<file path="config.mk">
export PLATFORM = sky130hd
export DESIGN_NAME = rr_arbiter_flat
export DESIGN_NICKNAME = d
export VERILOG_FILES = /design/src/rtl/rr_arbiter_if.sv /design/src/rtl/rr_arbiter.sv /design/src/flat_wrapper.sv
export SDC_FILE = /design/constraint.sdc
export NUM_CORES = 1
export LEC_CHECK = 0
export ABC_AREA = 1
export BUFFER_PORTS_ARGS = -buffer_cell sky130_fd_sc_hd__buf_2
export CAP_MARGIN = 20
export CELL_PAD_IN_SITES_DETAIL_PLACEMENT = 0
export CELL_PAD_IN_SITES_GLOBAL_PLACEMENT = 2
export CORE_UTILIZATION = 32
export DETAILED_ROUTE_END_ITERATION = 12
export PLACE_DENSITY = 0.79
export SETUP_SLACK_MARGIN = 0.05
export SLEW_MARGIN = 20
export SYNTH_ARGS = -nofsm -noshare
export SYNTH_HDL_FRONTEND = slang
export SYNTH_SLANG_ARGS = --single-unit
</file>
<file path="constraint.sdc">
create_clock -name clk -period 3.13 [get_ports clk]
set_input_delay 0.1565 -clock clk [delete_from_list [all_inputs] [get_ports clk]]
set_output_delay 0.1565 -clock clk [all_outputs]
set_load 0.05 [all_outputs]
</file>
<file path="src/rtl/rr_arbiter_if.sv">
// -----------------------------------------------------------------------------
// rr_arbiter_if
//   Bundles the request/grant handshake between a set of requesters and the
//   round-robin arbiter that shares one resource among them.
//
//   Signals (L = number of requesters):
//     req        L            request vector, bit i = requester i
//     done       1            current grantee has finished with the resource
//     gnt        L            one-hot grant
//     gnt_idx    $clog2(L)    binary index of the grantee
//     gnt_valid  1            a grant is active
//     timeout    1            one-cycle pulse when the watchdog forced a release
//
//   Modports:
//     master  requester side: drives req/done, observes the grant
//     slave   arbiter side: observes req/done, drives the grant
// -----------------------------------------------------------------------------
interface rr_arbiter_if #(
  parameter int L = 4
);
  localparam int IW = $clog2(L);

  logic [L-1:0]  req;
  logic          done;
  logic [L-1:0]  gnt;
  logic [IW-1:0] gnt_idx;
  logic          gnt_valid;
  logic          timeout;

  modport master (
    output req, done,
    input  gnt, gnt_idx, gnt_valid, timeout
  );

  modport slave (
    input  req, done,
    output gnt, gnt_idx, gnt_valid, timeout
  );
endinterface

</file>
<file path="src/rtl/rr_arbiter.sv">
// -----------------------------------------------------------------------------
// rr_arbiter
//   Round-robin arbiter sharing one resource among L requesters. A rotating
//   priority encoder picks the next grantee starting from the requester after
//   the previous one; a two-state machine issues one registered grant at a
//   time and holds it until the grantee signals done or drops its request. A
//   watchdog forces release of a grant held for MAX_HOLD cycles (0 = no limit).
//   Every grant is followed by at least one idle cycle.
//
//   Ports:
//     clk   in   single clock, rising edge
//     rst   in   synchronous, active-high reset
//     bus   rr_arbiter_if.slave: req, done in; gnt, gnt_idx, gnt_valid,
//           timeout out (all outputs registered)
// -----------------------------------------------------------------------------
module rr_arbiter #(
  parameter int L        = 4,
  parameter int MAX_HOLD = 8
) (
  input  logic        clk,
  input  logic        rst,
  rr_arbiter_if.slave bus
);

  localparam int IW = $clog2(L);
  // A zero-cycle limit still needs a one-bit counter to exist.
  localparam int CW = (MAX_HOLD > 0) ? $clog2(MAX_HOLD + 1) : 1;

  localparam logic [IW-1:0] LAST_IDX  = IW'(L - 1);
  localparam logic [CW-1:0] HOLD_SAT  = CW'(MAX_HOLD);
  localparam logic [CW-1:0] HOLD_LAST = CW'((MAX_HOLD > 0) ? MAX_HOLD - 1 : 0);

  typedef enum logic {
    IDLE = 1'b0,
    BUSY = 1'b1
  } state_t;

  state_t        state_q, state_d;
  logic [L-1:0]  gnt_q, gnt_d;
  logic [IW-1:0] idx_q, idx_d;
  logic [IW-1:0] ptr_q, ptr_d;
  logic          valid_q, valid_d;
  logic          timeout_q, timeout_d;
  logic [CW-1:0] hold_q, hold_d;

  // ---------------------------------------------------------------------------
  // Rotating-priority encoder: first set request at or above ptr, wrapping
  // L-1 -> 0. The modulo is done by subtraction so non-power-of-two L works.
  // ---------------------------------------------------------------------------
  logic [IW-1:0] winner;
  logic          found;

  always_comb begin
    int            pos;
    logic [IW-1:0] cand;
    winner = '0;
    found  = 1'b0;
    pos    = 0;
    cand   = '0;
    for (int k = 0; k < L; k++) begin
      pos = int'(ptr_q) + k;
      if (pos >= L) pos = pos - L;
      cand = IW'(pos);
      if (!found && bus.req[cand]) begin
        found  = 1'b1;
        winner = cand;
      end
    end
  end

  // ---------------------------------------------------------------------------
  // Release conditions while BUSY.
  // ---------------------------------------------------------------------------
  logic rel_done, rel_drop, rel_hold, release_now;
  logic [IW-1:0] ptr_after;

  assign rel_done    = bus.done;
  assign rel_drop    = !bus.req[idx_q];
  assign rel_hold    = (MAX_HOLD != 0) && (hold_q == HOLD_LAST);
  assign release_now = rel_done || rel_drop || rel_hold;
  assign ptr_after   = (idx_q == LAST_IDX) ? '0 : idx_q + IW'(1);

  // ---------------------------------------------------------------------------
  // Next-state / next-output logic.
  // ---------------------------------------------------------------------------
  always_comb begin
    // NOTE: every variable gets a default up front so no path through the
    // case leaves one unassigned, which would otherwise infer a latch.
    state_d   = state_q;
    gnt_d     = gnt_q;
    idx_d     = idx_q;
    ptr_d     = ptr_q;
    valid_d   = valid_q;
    hold_d    = hold_q;
    timeout_d = 1'b0;

    unique case (state_q)
      IDLE: begin
        gnt_d   = '0;
        valid_d = 1'b0;
        if (found) begin
          gnt_d[winner] = 1'b1;
          idx_d         = winner;
          valid_d       = 1'b1;
          hold_d        = '0;
          state_d       = BUSY;
        end
      end
      BUSY: begin
        if (release_now) begin
          gnt_d     = '0;
          valid_d   = 1'b0;
          ptr_d     = ptr_after;
          state_d   = IDLE;
          // The pulse flags a watchdog release only when the grantee did not
          // also finish or withdraw on the same edge.
          timeout_d = rel_hold && !rel_done && !rel_drop;
        end else if (hold_q != HOLD_SAT) begin
          hold_d = hold_q + CW'(1);
        end
      end
      default: state_d = IDLE;
    endcase
  end

  // ---------------------------------------------------------------------------
  // State and output registers, synchronous reset.
  // ---------------------------------------------------------------------------
  always_ff @(posedge clk) begin
    // NOTE: non-blocking assignments so every register samples the values
    // from before this edge, independent of statement order.
    if (rst) begin
      state_q   <= IDLE;
      gnt_q     <= '0;
      idx_q     <= '0;
      ptr_q     <= '0;
      valid_q   <= 1'b0;
      timeout_q <= 1'b0;
      hold_q    <= '0;
    end else begin
      state_q   <= state_d;
      gnt_q     <= gnt_d;
      idx_q     <= idx_d;
      ptr_q     <= ptr_d;
      valid_q   <= valid_d;
      timeout_q <= timeout_d;
      hold_q    <= hold_d;
    end
  end

  assign bus.gnt       = gnt_q;
  assign bus.gnt_idx   = idx_q;
  assign bus.gnt_valid = valid_q;
  assign bus.timeout   = timeout_q;

endmodule

</file>
<file path="src/flat_wrapper.sv">
// flat-port wrapper written by rule: the top's interface ports become plain ports
module rr_arbiter_flat 
#(
  parameter int L        = 4,
  parameter int MAX_HOLD = 8
)
  (clk, rst, bus_req, bus_done, bus_gnt, bus_gnt_idx, bus_gnt_valid, bus_timeout);
  rr_arbiter_if #(.L(L)) bus_i ();
  input  logic clk;
  input  logic rst;
  input wire logic [$bits(bus_i.req)-1:0] bus_req;
  input wire logic [$bits(bus_i.done)-1:0] bus_done;
  output wire logic [$bits(bus_i.gnt)-1:0] bus_gnt;
  output wire logic [$bits(bus_i.gnt_idx)-1:0] bus_gnt_idx;
  output wire logic [$bits(bus_i.gnt_valid)-1:0] bus_gnt_valid;
  output wire logic [$bits(bus_i.timeout)-1:0] bus_timeout;
  assign bus_i.req = bus_req;
  assign bus_i.done = bus_done;
  assign bus_gnt = bus_i.gnt;
  assign bus_gnt_idx = bus_i.gnt_idx;
  assign bus_gnt_valid = bus_i.gnt_valid;
  assign bus_timeout = bus_i.timeout;
  rr_arbiter #(.L(L), .MAX_HOLD(MAX_HOLD)) u_core (.clk(clk), .rst(rst), .bus(bus_i));
endmodule
</file>
==> results of run 1 <==
state kept, by name, indices dropped and copies added (netlist names):
register,flops
u_core.bus.timeout,1
u_core.state_q,1
u_core.bus.gnt_valid,1
u_core.bus.gnt,4
u_core.bus.gnt_idx,2
u_core.hold_q,4
u_core.ptr_q,2
layout by cell type, fill, tap and decap left out, drive strengths merged:
master  netlist  routed
ha            3       3
nand3        19      19
nor2         13      13
xor2          1       1
o211ai        2       2
o21ai         7       7
nand4         3       3
nand3b        1       1
dfxtp        15      15
buf           2      14
nand2        61      61
o21a          1       1
clkbuf        0       4
nor3b         1       1
nor3          1       1
inv          21      21
a21oi        13      13
routing by layer:
layer,routed length [um],GRT usage (%)
met5,0,0
met4,27,5.98
met3,37,2.62
met2,1220,28.6
met1,1120,19.2
cell usage after synthesis:
master | number | area share [%]
sky130_fd_sc_hd__a21oi_1 | 12 | 5.7
sky130_fd_sc_hd__a21oi_2 | 1 | 0.83
sky130_fd_sc_hd__buf_1 | 1 | 0.35
sky130_fd_sc_hd__buf_6 | 1 | 1.1
sky130_fd_sc_hd__dfxtp_1 | 15 | 28
sky130_fd_sc_hd__ha_1 | 3 | 3.5
sky130_fd_sc_hd__inv_1 | 17 | 6.0
sky130_fd_sc_hd__inv_2 | 4 | 1.4
sky130_fd_sc_hd__nand2_1 | 50 | 18
sky130_fd_sc_hd__nand2_2 | 7 | 4.1
sky130_fd_sc_hd__nand2_4 | 4 | 4.3
sky130_fd_sc_hd__nand3_1 | 17 | 8.0
sky130_fd_sc_hd__nand3_2 | 2 | 1.9
sky130_fd_sc_hd__nand3b_1 | 1 | 0.71
sky130_fd_sc_hd__nand4_1 | 3 | 1.8
sky130_fd_sc_hd__nor2_1 | 11 | 3.9
sky130_fd_sc_hd__nor2_2 | 1 | 0.59
sky130_fd_sc_hd__nor2_8 | 1 | 1.9
sky130_fd_sc_hd__nor3_1 | 1 | 0.47
sky130_fd_sc_hd__nor3b_1 | 1 | 0.71
sky130_fd_sc_hd__o211ai_1 | 2 | 1.4
sky130_fd_sc_hd__o21a_1 | 1 | 0.71
sky130_fd_sc_hd__o21ai_0 | 6 | 2.8
sky130_fd_sc_hd__o21ai_2 | 1 | 0.83
sky130_fd_sc_hd__xor2_1 | 1 | 0.83
through the flow:
step           hold slack [ns]  power (mW)  instances  area (um2)
2_1_floorplan            0.354       0.858        164        1060
5_1_grt                  0.162        1.21        224        1190
3_3_place_gp             0.453       0.992        220        1170
4_1_cts                  0.151        1.11        224        1190
3_5_place_dp             0.452       0.996        220        1170
6_report                 0.162        1.09        224        1190
worst max path at each step:
| stage | startpoint | endpoint | slack, ns | cells after the start |
|---|---|---|---|---|
| 3_5_place_dp | u_core.ptr_q[0] | u_core.bus.gnt_idx[1] | 1.22 | 9 |
| 2_1_floorplan | u_core.bus.gnt_idx[0] | u_core.hold_q[3] | 1.52 | 7 |
| 6_report | u_core.ptr_q[0] | u_core.bus.gnt_idx[1] | 1.24 | 9 |
| 4_1_cts | u_core.ptr_q[0] | u_core.bus.gnt_idx[1] | 1.22 | 9 |
| 3_3_place_gp | u_core.ptr_q[0] | u_core.bus.gnt[0] | 1.27 | 10 |
| 5_1_grt | u_core.ptr_q[0] | u_core.hold_q[1] | 1.03 | 13 |
power groups by stage:
stage               sequential, mW  combinational (mW)  clock [mW]
floorplan                    0.415               0.443           0
global placement             0.318               0.674           0
detailed placement           0.321               0.675           0
CTS                          0.316               0.677       0.114
global route                 0.328               0.752       0.126
finish                       0.315               0.668       0.107
critical path: stages, from the launching register on:
cell and delay [ns]:
sky130_fd_sc_hd__dfxtp_1 0.60, sky130_fd_sc_hd__inv_2 0.19, sky130_fd_sc_hd__nand2_2 0.10, sky130_fd_sc_hd__nand2_2 0.08, sky130_fd_sc_hd__o21ai_2 0.27, sky130_fd_sc_hd__nand3_2 0.14, sky130_fd_sc_hd__nand2_4 0.10, sky130_fd_sc_hd__inv_2 0.07
sky130_fd_sc_hd__o21ai_0 0.17, sky130_fd_sc_hd__a21oi_1 0.06
final cells by class:
class	count	area, um2	area share (%)
flip-flops and latches	15	300	25.1
multi-input cells	126	664	55.6
well taps	44	55.1	4.61
repair buffers	14	70.1	5.86
inverters	21	78.8	6.60
clock buffers	4	26.3	2.20
cell families after synthesis:
logic type                 after synthesis  share of synthesized area [%]
DFF                                     15                           28.4
AOI/OAI and AO/OA                       23                           12.3
xor gates and xnor gates                 1                          0.828
and+or+nand+nor                         99                           46.1
buffers and inverters                   23                           8.86
adders and majority gates                3                           3.55
==> summary.txt, run 1 <==
outcome: completed
depth of the worst hold-timing path: 4
post-CTS clock slew at the launch and capture registers of the worst setup and hold paths: 0.08 ns
Placement Rows: 20
number of hold-repair buffers added at the cts stage: 0
critical path data required time: 3.30 ns
Worst Hold Class: input port to flip-flop
global route overflow: 0
reg-to-reg slack, setup: 1.24 ns
post-route fraction of the period consumed by the critical path: 60.5%
endpoints failing setup: 0
setup slack after layout: 1.24 ns
clock skew after layout: 0.000435 ns
core outline area: 3100 um2
flop and latch count out of synthesis: 15
power per unit of standard cell area: 911 nW/um2
switching share of power: 54.6%
number of nets in the synthesized netlist: 174
Register-to-Register Path Depth: 9
net load switching power: 0.594 mW
peak ir drop on the vdd network: 0.301 mV
post-synth cell types: 25
floorplan die height: 59.5 um
clock insertion delay at the later pin of the skew report: 0.27 ns
share of the core filled with cells: 38.5%
wire length after detailed routing: 2.41 mm
die area: 3540 um2
Max Cap Violations: 0
worst hold path endpoint: u_core.bus.timeout
via count of the first global-routing pass: 947
total DRC errors in the routed layout: 0
register share of total power: 28.9%
final count of hold timing violations: 0
Clock Tree Root: sky130_fd_sc_hd__clkbuf_4
Placement Setup Slack: 1.22 ns
effective utilization at floorplan: 34.1%
Syn Std Cell Area: 1060 um2
type of element launching the critical path: flip-flop
leakage power total: 0.593 nW
post-cts repair resize count: 0
Arrival @ worst endpoint: 2.06 ns
number of H-tree branching levels: 1
startpoint of the most critical hold path: bus_done
clock sinks: 15
number of nets with antenna violations after routing: 0
routed wire length per instance: 10.8 um
IO Count: 15
antenna violations before repair: 0
vias after detailed routing: 1,053
horizontal die dimension: 59.5 um
setup repair after global routing missed its margin: false
Total GRT Usage: 16.0%
TritonCTS clock tree: yes
Max FO, Critical Path: 14
Filler Cells Inserted: 362
internal power summed over all cells: 0.495 mW
Least-Margin Pin Slew: 0.436 ns
achievable frequency: 0.528 GHz
Detailed Place HPWL: 2.01 mm
RR Startpoint: u_core.ptr_q[0]
Synth Area per Inst: 6.45 um2
number of warnings issued by yosys: 0
Post-CTS Setup Bufs: 0
type of the setup path with the least slack: flip-flop to flip-flop
RePlAce Congestion: 0.765
quantity of I/O buffers inserted on ports: 14
combinational group share of total power: 61.3%
max-slew violation total from the final report: 0
shortest period the worst path allows: 1.89 ns
gate count of the mapped netlist: 164
Layout area overhead: 12.9%
RR Endpoint: u_core.bus.gnt_idx[1]
post-synthesis sequential area ratio: 28.4%
Via density: 4.70
first-pass detailed-route iteration total: 4
wire length of the first global-routing pass: 4.17 mm
nature of the critical path endpoint: flip-flop
Iter 0 DRT Violations: 81
pin count of the biggest net entering global routing: 15
clock power share: 9.8%
worst-case clock buffer depth: 2
total negative setup slack: 0 ns
Max-slew headroom: 70.9%
count of nets after finishing: 191
CTS Buf Count: 3
fraction of layout cells with a size suffix above 1: 21.1%
number of antenna repair diodes: 0
(Power assumes the default switching activity.)
==> run 2, diff against run 1 <==
ABC_AREA = 0   (was 1)
CORE_UTILIZATION = 29   (was 32)
PLACE_DENSITY = 0.7   (was 0.79)
clock period = 1.7 ns   (was 3.13 ns; I/O delays follow)
==> summary.txt, run 2 <==
total DRC errors in the routed layout: 0 (unchanged)
Filler Cells Inserted: 293 (-19%)
critical path launch point: u_core.bus.gnt_idx[1]
effective utilization at floorplan: 31.0% (-3.1 points)
worst-case clock buffer depth: 2 (unchanged)
shortest period the worst path allows: 1.58 ns (-0.316 ns)
leading register cell type out of synthesis: sky130_fd_sc_hd__dfxtp_1
wire length of the first global-routing pass: 3.53 mm (-16%)
peak ir drop on the vdd network: 0.342 mV (+14%)
number of warnings issued by yosys: 0 (unchanged)
quantity of I/O buffers inserted on ports: 14 (unchanged)
global route overflow: 0 (unchanged)
final count of hold timing violations: 0 (unchanged)
share of the core filled with cells: 36.8% (-1.8 points)
Detailed Place HPWL: 1.56 mm (-22%)
clock skew after layout: 0.00319 ns (+0.00276 ns)
fraction of layout cells with a size suffix above 1: 31.7% (+11 points)
Placement Rows: 19 (-5.0%)
via count of the first global-routing pass: 795 (-16%)
gate count of the mapped netlist: 100 (-39%)
Synth Area per Inst: 8.62 um2 (+34%)
Arrival @ worst endpoint: 1.81 ns (-0.25 ns)
Max-slew headroom: 65.5% (-5.3 points)
Worst Hold Class: input port to flip-flop
vias after detailed routing: 827 (-21%)
horizontal die dimension: 56.5 um (-5.0%)
Yosys top cell by area: sky130_fd_sc_hd__dfxtp_1
highest-count cells in the layout ignoring fill and taps: sky130_fd_sc_hd__buf_2 (14), sky130_fd_sc_hd__dfxtp_1 (13), sky130_fd_sc_hd__nand2_1 (10)
startpoint of the most critical hold path: rst
achievable frequency: 0.634 GHz (+20%)
Worst path top cell family by delay: simple AND/OR/NAND/NOR gates
pin count of the biggest net entering global routing: 13 (-2)
most frequent standard cell in the layout excluding fill and tap cells: sky130_fd_sc_hd__buf_2
number of H-tree branching levels: 1 (unchanged)
wire length after detailed routing: 2.07 mm (-14%)
TritonCTS clock tree: yes
flop and latch count out of synthesis: 15 (unchanged)
CTS Buf Count: 3 (unchanged)
chain of cells forming the critical path: mux2_2, a22oi_2, buf_4, or4_1, a21oi_1
Total Power Consumption: 0.833 mW (-24%)
type of the setup path with the least slack: flip-flop to flip-flop
RR Startpoint: u_core.bus.gnt_idx[1]
post-synthesis async set-or-reset flop share: 0% (unchanged)
max-slew violation total from the final report: 0 (unchanged)
type of element launching the critical path: flip-flop
routed wire length per instance: 13.7 um (+27%)
cell total after placement: 147 (-33%)
die area: 3190 um2 (-9.8%)
Least-Margin Pin Slew: 0.513 ns (+0.0767 ns)
dominant cells by area after synthesis: sky130_fd_sc_hd__dfxtp_1 (35%), sky130_fd_sc_hd__ha_1 (4.4%), sky130_fd_sc_hd__nand2_1 (4.4%)
antenna violations before repair: 0 (unchanged)
floorplan die height: 56.5 um (-5.0%)
Via density: 5.48 (+17%)
Syn Std Cell Area: 862 um2 (-19%)
Total GRT Usage: 14.4% (-1.7 points)
Layout area overhead: 18.6%
Buf+Inv Stages, Crit Path: 1 (-1)
outcome: completed
clock sinks: 15 (unchanged)
Post-Layout Cell Count: 151 (-33%)
share of Yosys cell area claimed by the top area cell type: 34.8% (+6.5 points)
RePlAce Congestion: 0.730 (-4.6%)
Max FO, Critical Path: 8 (-6)
count of nets after finishing: 131 (-31%)
core outline area: 2780 um2 (-10%)
leakage power total: 0.427 nW (-28%)
Max Cap Violations: 0 (unchanged)
setup slack after layout: 0.122 ns (-1.11 ns)
setup repair after global routing missed its margin: true
Placement Setup Slack: 0.0694 ns (-1.15 ns)
delay of the slowest cell on the worst path: 0.46 ns (-0.14 ns)
first-pass detailed-route iteration total: 4 (unchanged)
post-synthesis sequential area ratio: 34.8% (+6.5 points)
commonest cells in the netlist: sky130_fd_sc_hd__dfxtp_1 (15), sky130_fd_sc_hd__nand2_1 (10), sky130_fd_sc_hd__a21oi_1 (7)
number of flops mapped to enable cells by yosys: 0 (unchanged)
post-route fraction of the period consumed by the critical path: 92.8% (+32 points)
number of antenna repair diodes: 0 (unchanged)
critical path data required time: 1.93 ns (-1.37 ns)
nature of the critical path endpoint: flip-flop
endpoints failing setup: 0 (unchanged)
Clock Tree Root: sky130_fd_sc_hd__clkbuf_4
cell with the most instances after synthesis: sky130_fd_sc_hd__dfxtp_1
cell with the largest stage delay on the worst path: sky130_fd_sc_hd__or4_1
post-synth cell types: 36 (+44%)
total negative setup slack: 0 ns (unchanged)
IO Count: 15 (unchanged)
reg-to-reg slack, setup: 0.12 ns (-1.11 ns)
number of nets with antenna violations after routing: 0 (unchanged)
Iter 0 DRT Violations: 7 (-91%)
power per unit of standard cell area: 814 nW/um2 (-11%)
post-CTS clock slew at the launch and capture registers of the worst setup and hold paths: 0.09 ns (about the same)
number of nets in the synthesized netlist: 110 (-37%)
clock insertion delay at the later pin of the skew report: 0.29 ns (+0.02 ns)
-- run 2: cell count changes in the layout (fill, tap and decap cells not counted), sizes merged, moves of 4 or more --
cell	delta
a21oi	-6
nand2	-51
inv	-17
o21ai	-4
nor2	-7
buf	+6
nand3	-15
-- run 2: layout make-up --
class,instances,area [um2],share of cell area (%)
Tap cell,31,38.8,3.79
Timing Repair Buffer,20,115,11.3
Inverter,4,15.0,1.47
Sequential cell,15,305,29.9
Multi-Input combinational cell,77,520,50.9
Clock buffer,3,22.5,2.20
Clock inverter,1,5.00,0.490
-- run 2: worst reg2reg max path: stages, from the launching register on --
cell and delay, ns:
sky130_fd_sc_hd__dfxtp_4 0.37, sky130_fd_sc_hd__mux2_2 0.22, sky130_fd_sc_hd__a22oi_2 0.13, sky130_fd_sc_hd__buf_4 0.20, sky130_fd_sc_hd__or4_1 0.46, sky130_fd_sc_hd__a21oi_1 0.14
-- run 2: layer usage --
metal	routed length, um	track usage [%]	part of all wire (%)
met1	960	17.0	46
met2	1020	25.0	49
met3	62	2.76	3.0
met4	31	6.27	1.5
met5	0	0	0
-- run 2: timing repair --
| action | CTS | global route |
|---|---|---|
| setup endpoints to repair | 0 | 7 |
| gates resized for setup | 0 | 2 |
| setup buffers | 0 | 0 |
| hold buffers | 0 | 0 |
-- run 2: final timing paths --
| kind | cells past startpoint | to |
|---|---|---|
| max | 5 | u_core.hold_q[3] |
| min | 2 | u_core.bus.gnt_idx[1] |
| max reg2reg | 5 | u_core.hold_q[3] |
| min reg2reg | 1 | u_core.bus.gnt[1] |
-- run 2: logic make-up after synthesis --
group / count (synthesis) / share of synthesized area (%)
simple gates: 47 / 31.8
compound gates: 24 / 19.4
buf+inv: 8 / 5.81
fa+ha+maj: 3 / 4.35
mux: 3 / 3.77
flops: 15 / 34.8
-- run 2: report_power, final --
part	switching, mW	internal (mW)	total, mW
logic	0.139	0.0795	0.219
registers	0.0258	0.376	0.401
clock network	0.125	0.0875	0.212
total	0.290	0.543	0.833
-- run 2: per-stage QoR --
step / hold slack [ns] / area, um2
6_report: 0.0956 / 1020
5_1_grt: 0.102 / 1020
3_5_place_dp: 0.413 / 991
2_1_floorplan: 0.262 / 872
3_3_place_gp: 0.397 / 991
4_1_cts: 0.0985 / 1020
